`src/rtl/v74x_pkg.sv`:
```
`default_nettype none
// ============================================================================
//  Module   : v74x_pkg
//  Purpose  : Shared constants and state encodings for the v74x encoder family.
//  Revision : 1.0
// ============================================================================
package v74x_pkg;

    localparam int c_default_n = 8;
    localparam int c_default_w = 3;

    typedef enum logic [0:0] {
        S_IDLE = 1'b0,
        S_HOLD = 1'b1
    } state_t;

endpackage : v74x_pkg
`default_nettype wire

```
`src/rtl/prio_enc_comb.sv`:
```
`default_nettype none
// ============================================================================
//  Module   : prio_enc_comb
//  Purpose  : Combinational highest-set-bit finder with an any-bit-set flag.
//  Revision : 1.0
// ============================================================================
module prio_enc_comb
    import v74x_pkg::*;
#(
    parameter int N = c_default_n,
    parameter int W = c_default_w
) (
    input  logic [N-1:0] i_req,
    output logic [W-1:0] o_idx,
    output logic         o_any
);

    // Ascending scan: the last set bit seen is the highest one.
    always_comb begin
        o_idx = '0;
        o_any = 1'b0;
        for (int i = 0; i < N; i++) begin
            if (i_req[i]) begin
                o_idx = W'(i);
                o_any = 1'b1;
            end
        end
    end

endmodule : prio_enc_comb
`default_nettype wire

```
`src/rtl/v74x148_sync_encoder.sv`:
```
`default_nettype none
// ============================================================================
//  Module   : v74x148_sync_encoder
//  Purpose  : Clocked 8-line priority encoder with pending capture and a
//             VALID/ACK handshake on an active-low code.
//  Revision : 1.0
// ============================================================================
module v74x148_sync_encoder
    import v74x_pkg::*;
#(
    parameter int N = c_default_n,
    parameter int W = c_default_w
) (
    input  logic         CLK,
    input  logic         RESET,
    input  logic         EI_L,
    input  logic [N-1:0] I_L,
    input  logic         ACK,
    output logic [W-1:0] A_L,
    output logic         GS_L,
    output logic         EO_L,
    output logic         VALID
);

    logic [N-1:0] r_pend;
    state_t       r_state;
    logic [W-1:0] r_idx;
    logic [W-1:0] r_a_l;
    logic         r_valid;
    logic         r_gs_l;
    logic         r_eo_l;

    logic [N-1:0] w_set;
    logic [N-1:0] w_clr;
    logic [N-1:0] w_pend_next;
    state_t       w_state_next;
    logic [W-1:0] w_idx_next;
    logic [W-1:0] w_a_l_next;
    logic         w_valid_next;
    logic         w_eo_l_next;
    logic [W-1:0] w_top_idx;
    logic         w_top_any;

    prio_enc_comb #(
        .N (N),
        .W (W)
    ) u_prio (
        .i_req (r_pend),
        .o_idx (w_top_idx),
        .o_any (w_top_any)
    );

    // Pending update: an ACK clears the served bit, but a same-cycle request
    // on that line is OR'ed back in afterwards so the set always wins.
    always_comb begin
        w_set = '0;
        w_clr = '0;
        if (!EI_L) begin
            w_set = ~I_L;
        end
        if ((r_state == S_HOLD) && ACK) begin
            w_clr[r_idx] = 1'b1;
        end
        w_pend_next = (r_pend & ~w_clr) | w_set;
        w_eo_l_next = ~(!EI_L && (r_pend == '0) && (&I_L));
    end

    always_comb begin
        w_state_next = r_state;
        w_idx_next   = r_idx;
        w_a_l_next   = r_a_l;
        w_valid_next = r_valid;
        case (r_state)
            S_IDLE: begin
                if (w_top_any) begin
                    w_state_next = S_HOLD;
                    w_idx_next   = w_top_idx;
                    w_a_l_next   = ~w_top_idx;
                    w_valid_next = 1'b1;
                end
            end
            S_HOLD: begin
                // Held grant is never preempted; only ACK releases it.
                if (ACK) begin
                    w_state_next = S_IDLE;
                    w_a_l_next   = '1;
                    w_valid_next = 1'b0;
                end
            end
            default: begin
                w_state_next = S_IDLE;
                w_a_l_next   = '1;
                w_valid_next = 1'b0;
            end
        endcase
    end

    always_ff @(posedge CLK) begin
        if (RESET) begin
            r_pend  <= '0;
            r_state <= S_IDLE;
            r_idx   <= '0;
            r_a_l   <= '1;
            r_valid <= 1'b0;
            r_gs_l  <= 1'b1;
            r_eo_l  <= 1'b1;
        end else begin
            r_pend  <= w_pend_next;
            r_state <= w_state_next;
            r_idx   <= w_idx_next;
            r_a_l   <= w_a_l_next;
            r_valid <= w_valid_next;
            r_gs_l  <= ~w_valid_next;
            r_eo_l  <= w_eo_l_next;
        end
    end

    assign A_L   = r_a_l;
    assign GS_L  = r_gs_l;
    assign EO_L  = r_eo_l;
    assign VALID = r_valid;

endmodule : v74x148_sync_encoder
`default_nettype wire
```
`config.mk`:
```
export PLATFORM = sky130hd
export DESIGN_NAME = v74x148_sync_encoder
export DESIGN_NICKNAME = d
export VERILOG_FILES = /design/src/rtl/v74x_pkg.sv /design/src/rtl/prio_enc_comb.sv /design/src/rtl/v74x148_sync_encoder.sv
export SDC_FILE = /design/constraint.sdc
export NUM_CORES = 1
export LEC_CHECK = 0
export ABC_CLOCK_PERIOD_IN_PS = 1700
export CAP_MARGIN = 10
export CORE_MARGIN = 3
export CORE_UTILIZATION = 47
export CTS_CLUSTER_DIAMETER = 150
export DETAILED_ROUTE_END_ITERATION = 10
export PLACE_DENSITY = 0.76
export REMOVE_ABC_BUFFERS = 1
export SKIP_CTS_REPAIR_TIMING = 1
export SYNTH_ARGS = -nofsm -noshare
export SYNTH_HDL_FRONTEND = slang
export SYNTH_SLANG_ARGS = --single-unit
```
`constraint.sdc`:
```
create_clock -name CLK -period 1.7 [get_ports CLK]
set_input_delay 0.425 -clock CLK [delete_from_list [all_inputs] [get_ports CLK]]
set_output_delay 0.425 -clock CLK [all_outputs]
set_load 0.1 [all_outputs]
```
==> insert_results.sql, run 1 <==
INSERT INTO impl_metrics (metric_group, metric, value, unit) VALUES
('status', 'outcome', 'completed', ''),
('finish', 'most-common-layout-cells', 'sky130_fd_sc_hd__dfxtp_1 (18), sky130_fd_sc_hd__clkdlybuf4s50_1 (11), sky130_fd_sc_hd__a21oi_1 (10)', ''),
('drt', 'drc', '0', ''),
('global_route', 'grt_max_degree', '11', ''),
('finish', 'fin_area', '1080', 'um^2'),
('clocking', 'root_buffer', 'sky130_fd_sc_hd__clkbuf_4', ''),
('drt', 'route.detailed.vias_per_inst', '5.62', ''),
('power_and_ir_drop', 'power', '1.12', 'mW'),
('clocking', 'cts_tree', 'built', ''),
('logic_synthesis', 'synthXorXnorAreaFrac', '0', ''),
('clocking', 'cts_max_path_buffers', '2', ''),
('setup_path', 'critPathCaptureType', 'flip-flop', ''),
('setup_path', 'crit_chain', 'nor4_2, a21oi_2, o211a_1, nand3b_1', ''),
('sta', 'timing.setup.tns', '0', 'ns'),
('die', 'die_height', '46.6', 'um'),
('clocking', 'cts-htree-levels', '1', ''),
('die', 'die_width', '46.6', 'um'),
('setup_path', 'worstSetupStartpointType', 'flip-flop', ''),
('setup_path', 'critical_path_required', '1.88', 'ns'),
('sta', 'post-route-worst-setup-slack', '0.252', 'ns'),
('logic_synthesis', 'synth_top_family_by_area', 'simple AND/OR/NAND/NOR gates', ''),
('logic_synthesis', 'seq_area_frac_synth', '0.465', ''),
('placed_design', 'portBuffers', '17', ''),
('placed_design', 'finalWeightedCongestion', '0.830', ''),
('logic_synthesis', 'synthArstFlopShare', '0', ''),
('die', 'design.core.area', '1520', 'um^2'),
('sta', 'max_slew_margin', '0.730', ''),
('setup_path', 'path_class', 'flip-flop to flip-flop', ''),
('global_route', 'grt_usage', '0.179', ''),
('logic_synthesis', 'yosys_warnings', '0', ''),
('power_and_ir_drop', 'powerDensity', '1040', 'nW/um^2'),
('setup_path', 'timing.critical_path.slowest_stage_cell', 'sky130_fd_sc_hd__nor4_2', ''),
('finish', 'multi_input_gate_area', '392', 'um^2'),
('finish', 'filler_cell_count', '112', ''),
('global_route', 'grt_overflow', '0', ''),
('drt', 'wirelength', '1.62', 'mm'),
('die', 'floorplan.initialDensity', '0.509', ''),
('logic_synthesis', 'synthMuxAreaShare', '0.0129', ''),
('setup_path', 'worst_ep_arrival_time', '1.63', 'ns'),
('logic_synthesis', 'number_of_flops_mapped_to_enable_cells_by_yosys', '0', ''),
('logic_synthesis', 'synth_area_per_cell', '9.02', 'um^2'),
('logic_synthesis', 'synth_area', '776', 'um^2'),
('min_path', 'hold_path_class', 'flip-flop to flip-flop', ''),
('clocking', 'worst_setup_hold_path_clk_slew', '0.10', 'ns'),
('finish', 'sequential_cell_area', '360', 'um^2'),
('drt', 'via_count', '703', ''),
('logic_synthesis', 'synth_largest_area_cell', 'sky130_fd_sc_hd__dfxtp_1', ''),
('finish', 'drive_gt1_frac', '0.248', ''),
('logic_synthesis', 'post_synth_fa_ha_maj_area_fraction', '0', ''),
('die', 'io_pins', '18', ''),
('logic_synthesis', 'netlist.area_leader.share', '0.465', ''),
('sta', 'fin_crit', '1.45', 'ns'),
('logic_synthesis', 'synth_cell_type_count', '27', ''),
('logic_synthesis', 'synth_simple_gate_area_share', '0.303', ''),
('logic_synthesis', 'synth.top_cells.by_area', 'sky130_fd_sc_hd__dfxtp_1 (46%), sky130_fd_sc_hd__a21oi_1 (6.5%), sky130_fd_sc_hd__or2_2 (5.6%), sky130_fd_sc_hd__o21ai_0 (5.2%), sky130_fd_sc_hd__nor2_1 (4.4%)', ''),
('sta', 'max_slew_violation_count', '0', ''),
('logic_synthesis', 'synth_compound_area_frac', '0.189', ''),
('sta', 'timing.final.crit_share', '0.851', ''),
('global_route', 'first_global_vias', '618', ''),
('global_route', 'grt_antenna_before_repair', '0', ''),
('placed_design', 'dpl-instance-area', '1050', 'um^2'),
('drt', 'drt_pre_antenna_iters', '4', ''),
('drt', 'routed_wire_length_per_instance', '13.0', 'um'),
('sta', 'timing.final.setup_violations', '0', ''),
('finish', 'syn2layout_area_growth', '39.7', '%'),
('placed_design', 'detailedPlace.worstSlack', '0.0223', 'ns'),
('die', 'core.rowCount', '14', ''),
('drt', 'drt_iter0_markers', '17', ''),
('power_and_ir_drop', 'p_leak', '0.426', 'nW'),
('power_and_ir_drop', 'ir_worst_vdd', '0.622', 'mV'),
('setup_path', 'critical_path.max_fanout', '7', '');
-- layer usage --
layer | track usage | vias up | wire length, um
li1 | - | 347 | -
met1 | 0.238 | 328 | 736
met2 | 0.277 | 25 | 792
met3 | 0.0469 | 3 | 75
met4 | 0.0663 | 0 | 19
met5 | 0 | - | 0
-- per-stage QoR --
step	util	std cells
6_report	0.711	125
4_1_cts	0.711	125
5_1_grt	0.711	125
3_3_place_gp	0.687	121
3_5_place_dp	0.687	121
2_1_floorplan	-	84
-- worst max-delay path, delay by kind of cell (launching register included) --
kind             cells  cell delay (ns)
flip-flops           1             0.36
AND/OR/NAND/NOR      2             0.59
AO/OA/AOI/OAI        2             0.37
-- kinds of logic after synthesis --
logic type      Yosys count
simple gates             37
compound gates           24
flops                    18
buf+inv                   6
mux                       1
-- synth_stat cells (all sizes together), types with 2 or more instances --
cell,n
dfxtp,18
nor4,3
or2,7
inv,4
or3,2
a21oi,11
nand2,3
nand3,2
o21ai,9
nand2b,5
nor2,9
nand3b,2
-- cell type report --
cell class | instances | area share
Inverter | 4 | 0.0139
Clock buffer | 4 | 0.0335
Multi-Input combinational cell | 62 | 0.361
Timing Repair Buffer | 21 | 0.240
Tap cell | 16 | 0.0185
Sequential cell | 18 | 0.333
-- sequential cells by signal, summed over array words and instances (netlist names) --
signal   cells
r_pend       8
r_idx        3
VALID        1
r_state      1
A_L          3
GS_L         1
EO_L         1
-- report_power, final --
group          total [mW]  switching, mW  internal (mW)
combinational       0.343          0.194          0.149
clock               0.263          0.133          0.130
sequential          0.515         0.0512          0.464
-- path summary, 6_finish.rpt --
path / depth (start not counted) / startpoint / end / slack (ns)
min reg2reg: 2 / A_L[0]$_SDFFE_PP1P_ / A_L[0]$_SDFFE_PP1P_ / 0.53
min: 2 / A_L[0]$_SDFFE_PP1P_ / A_L[0]$_SDFFE_PP1P_ / 0.53
max reg2reg: 4 / r_pend[6]$_SDFF_PP0_ / A_L[0]$_SDFFE_PP1P_ / 0.25
max: 4 / r_pend[6]$_SDFF_PP0_ / A_L[0]$_SDFFE_PP1P_ / 0.25
Note: power is estimated with default switching activity, not from simulation.
==> run 2, diff against run 1 <==
--- a/config.mk
+++ b/config.mk
@@ -5,10 +5,11 @@
 export SDC_FILE = /design/constraint.sdc
 export NUM_CORES = 1
 export LEC_CHECK = 0
+export ABC_AREA = 1
 export ABC_CLOCK_PERIOD_IN_PS = 1700
 export CAP_MARGIN = 10
 export CORE_MARGIN = 3
-export CORE_UTILIZATION = 47
+export CORE_UTILIZATION = 48
 export CTS_CLUSTER_DIAMETER = 150
 export DETAILED_ROUTE_END_ITERATION = 10
 export PLACE_DENSITY = 0.76
==> run 2 against run 1 <==
  * Die area rose by 4.9%
  * Largest power group unchanged
  * Setup slack improved by 0.13 ns
  * Fmax rose by 9.5%
  * Hold slack got worse by 0.032 ns
  * Final area rose by 4.7%
  * Register-to-register slack improved by 0.28 ns
  * Wire length rose by 16%
  * Utilization rose by 0.88 points
  * Combinational power rose by 11%
  * Highest routed layer unchanged
  * Synthesized cell count rose by 35%
  * Clock power rose by 2%
==> insert_results.sql, run 2 <==
INSERT INTO impl_metrics (metric_group, metric, value, unit) VALUES
('setup_path', 'critical_path.reg2reg.startpoint', 'r_pend[6]$_SDFF_PP0_', ''),
('clocking', 'cts_max_path_buffers', '2', ''),
('clocking', 'clock_sinks', '18', ''),
('power_and_ir_drop', 'switching_share', '0.359', ''),
('setup_path', 'worst_ep_arrival_time', '0.90', 'ns'),
('sta', 'report.final.hold_viol_count', '0', ''),
('die', 'core.rowCount', '14', ''),
('placed_design', 'finalWeightedCongestion', '0.800', ''),
('drt', 'wirelength', '1.89', 'mm'),
('global_route', 'grt_pass1_wl', '3.22', 'mm'),
('die', 'floorplan.initialDensity', '0.531', ''),
('sta', 'timing.final.crit_share', '0.777', ''),
('min_path', 'hold_path_class', 'flip-flop to flip-flop', ''),
('clocking', 'root_buffer', 'sky130_fd_sc_hd__clkbuf_4', ''),
('logic_synthesis', 'synth_cell_type_count', '21', ''),
('clocking', 'cts-htree-levels', '1', ''),
('drt', 'drt_pre_antenna_iters', '4', ''),
('drt', 'route.detailed.vias_per_inst', '5.17', ''),
('finish', 'syn2layout_area_growth', '35.6', '%'),
('logic_synthesis', 'synth_area_per_cell', '7.22', 'um^2'),
('setup_path', 'critical_path.max_fanout', '2', ''),
('logic_synthesis', 'seq_area_frac_synth', '0.430', ''),
('sta', 'finalClockSkew', '0.00242', 'ns'),
('sta', 'max_slew_violation_count', '0', ''),
('logic_synthesis', 'yosys_warnings', '0', ''),
('power_and_ir_drop', 'p_int', '738', 'uW'),
('setup_path', 'path_class', 'flip-flop to output pin', ''),
('finish', 'sequential_cell_area', '360', 'um^2'),
('logic_synthesis', 'synth_area', '837', 'um^2'),
('global_route', 'grt_overflow', '0', ''),
('logic_synthesis', 'ys_top_cells_by_count', 'sky130_fd_sc_hd__nand2_1 (29), sky130_fd_sc_hd__inv_1 (19), sky130_fd_sc_hd__dfxtp_1 (18)', ''),
('setup_path', 'setup.worst_path.start', 'VALID$_SDFF_PP0_', ''),
('logic_synthesis', 'syn-instance-count', '116', ''),
('drt', 'via_count', '796', ''),
('finish', 'antenna_cells_inserted', '0', ''),
('sta', 'grt_setup_unrepaired', 'false', ''),
('finish', 'final_nets', '151', ''),
('die', 'die_width', '47.8', 'um'),
('sta', 'timing_worst_slew_pin_value', '0.271', 'ns'),
('drt', 'drc', '0', ''),
('setup_path', 'cpPeakStageDelay', '0.41', 'ns'),
('setup_path', 'critical_path_required', '1.27', 'ns'),
('min_path', 'min_from', 'r_pend[0]$_SDFF_PP0_', ''),
('finish', 'largest_register_by_flop_count', 'r_pend', ''),
('setup_path', 'worstSetupStartpointType', 'flip-flop', ''),
('setup_path', 'total_number_of_cells_along_the_worst_setup_path', '1', ''),
('sta', 'fin_crit', '1.32', 'ns'),
('power_and_ir_drop', 'powerDensity', '1020', 'nW/um^2'),
('flow_run', 'cap_viol_max_count', '0', ''),
('finish', 'multi_input_gate_area', '394', 'um^2'),
('placed_design', 'dp_hpwl', '1.54', 'mm'),
('clocking', 'cts_buffer_count', '3', ''),
('sta', 'max_slew_margin', '0.818', ''),
('global_route', 'first_global_vias', '753', ''),
('setup_path', 'worstReg2RegEnd', 'r_idx[0]$_SDFFE_PP0P_', ''),
('setup_path', 'r2r.worst_path.cells', '7', ''),
('power_and_ir_drop', 'combinationalPowerShare', '0.331', ''),
('logic_synthesis', 'synth.top_cells.by_area', 'sky130_fd_sc_hd__dfxtp_1 (43%), sky130_fd_sc_hd__nand2_1 (13%), sky130_fd_sc_hd__inv_1 (8.5%), sky130_fd_sc_hd__a21oi_1 (6.6%), sky130_fd_sc_hd__nor2_4 (5.4%)', ''),
('global_route', 'grt_usage', '0.199', ''),
('logic_synthesis', 'synthArstFlopShare', '0', ''),
('sta', 'achievable-frequency', '0.757', 'GHz'),
('setup_path', 'cp.buffers_inverters', '1', ''),
('logic_synthesis', 'synth_most_common_cell', 'sky130_fd_sc_hd__nand2_1', ''),
('logic_synthesis', 'netlist.area_leader.share', '0.430', ''),
('status', 'outcome', 'completed', ''),
('placed_design', 'portBuffers', '17', ''),
('setup_path', 'timing.critical_path.max_delay_family', 'flip-flops', ''),
('finish', 'drive_gt1_frac', '0.181', ''),
('logic_synthesis', 'dominantRegCellSynth', 'sky130_fd_sc_hd__dfxtp_1', ''),
('setup_path', 'worst_setup_path_endpoint', 'VALID', ''),
('placed_design', 'dpl-instance-area', '1100', 'um^2'),
('power_and_ir_drop', 'clkPwrFrac', '0.232', ''),
('finish', 'most-common-layout-cells', 'sky130_fd_sc_hd__nand2_1 (29), sky130_fd_sc_hd__inv_1 (19), sky130_fd_sc_hd__dfxtp_1 (18)', ''),
('global_route', 'grt_max_degree', '11', ''),
('finish', 'mostFrequentLayoutCell', 'sky130_fd_sc_hd__nand2_1', ''),
('power_and_ir_drop', 'sequentialPowerShare', '0.437', ''),
('sta', 'timing.setup.tns', '0', 'ns'),
('sta', 'timing.final.setup_violations', '0', ''),
('finish', 'largest_reg_flops', '8', ''),
('power_and_ir_drop', 'switchingPower', '414', 'uW'),
('setup_path', 'timing.critical_path.slowest_stage_cell', 'sky130_fd_sc_hd__dfxtp_1', ''),
('die', 'floorplan.die_area', '2280', 'um^2'),
('drt', 'routed_wire_length_per_instance', '12.3', 'um'),
('power_and_ir_drop', 'p_leak', '0.525', 'nW'),
('die', 'design.core.area', '1580', 'um^2'),
('setup_path', 'critPathCaptureType', 'output pin', ''),
('power_and_ir_drop', 'ir_worst_vdd', '0.806', 'mV'),
('die', 'die_height', '47.8', 'um'),
('logic_synthesis', 'synth-seq-cells', '18', ''),
('die', 'io_pins', '18', ''),
('drt', 'drt_iter0_markers', '13', ''),
('finish', 'fin_area', '1130', 'um^2'),
('clocking', 'clock_latency', '0.30', 'ns'),
('global_route', 'grt_antenna_before_repair', '0', ''),
('drt', 'drtAntennaViolNets', '0', ''),
('logic_synthesis', 'number_of_flops_mapped_to_enable_cells_by_yosys', '0', ''),
('clocking', 'cts_tree', 'built', ''),
('clocking', 'worst_setup_hold_path_clk_slew', '0.10', 'ns'),
('setup_path', 'reg2reg_slack', '0.53', 'ns'),
('finish', 'filler_cell_count', '125', ''),
('logic_synthesis', 'synth_largest_area_cell', 'sky130_fd_sc_hd__dfxtp_1', ''),
('setup_path', 'crit_chain', 'buf_12', '');
==> run 2: changes by cell type in the layout (fill, tap and decap cells not counted), sizes merged, moves of 5 or more <==
cell / previous run / this run
nand2: 3 / 31
nand3: 2 / 7
inv: 4 / 21
nand2b: 5 / 0
or2: 7 / 2
==> run 2: layout make-up <==
type                       instances  share of cell area
timing repair buffer              19               0.216
tap                               16              0.0176
sequential                        18               0.318
multi-input combinational         76               0.347
clock buffer                       4              0.0320
inverter                          21              0.0695
==> run 2: worst min-delay path by stage <==
stage                     cells past startpoint               endpoint  slack, ns
after detailed placement                      2   r_pend[0]$_SDFF_PP0_       0.48
after floorplan                               2   r_pend[0]$_SDFF_PP0_       0.45
after CTS                                     2   r_pend[0]$_SDFF_PP0_       0.50
after global routing                          2  r_idx[2]$_SDFFE_PP0P_       0.52
after global placement                        2  r_idx[1]$_SDFFE_PP0P_       0.48
final                                         2   r_pend[0]$_SDFF_PP0_       0.50
==> run 2: cell families (layout without fill, tap and decap cells) <==
group | after synthesis | count (layout) | synth area share
simple gates | 53 | 53 | 0.312
compound gates | 23 | 23 | 0.158
buf+inv | 22 | 44 | 0.0987
flops | 18 | 18 | 0.430
==> run 2: power by group through the flow <==
| stage | Combinational, mW | Clock (mW) | Sequential, mW |
|---|---|---|---|
| 2_1_floorplan | 0.140 | 0 | 0.613 |
| 3_3_place_gp | 0.375 | 0 | 0.513 |
| 3_5_place_dp | 0.381 | 0 | 0.513 |
| 4_1_cts | 0.384 | 0.265 | 0.503 |
| 5_1_grt | 0.413 | 0.282 | 0.508 |
| 6_report | 0.382 | 0.267 | 0.504 |
==> run 2: tightest hold or removal path: stages, from the launching register on <==
cell and delay [ns]:
sky130_fd_sc_hd__dfxtp_1 0.33, sky130_fd_sc_hd__o21ai_1 0.07, sky130_fd_sc_hd__a21oi_1 0.07
==> run 2: metal layers <==
layer / vias to the layer above / GRT usage / routed length [um]
met5: - / 0 / 0
met4: 0 / 0.0269 / 9
met3: 2 / 0.0752 / 77
met2: 16 / 0.311 / 942
met1: 373 / 0.267 / 860
li1: 405 / - / -
==> run 2: stage by stage <==
stage	util	hold WS [ns]	worst slack, ns	cells	power (mW)
3_5_place_dp	0.697	0.484	0.0781	150	0.895
5_1_grt	0.720	0.523	0.336	154	1.20
2_1_floorplan	-	0.448	0.333	115	0.753
4_1_cts	0.720	0.499	0.377	154	1.15
6_report	0.720	0.499	0.378	154	1.15
3_3_place_gp	0.697	0.477	0.137	150	0.888
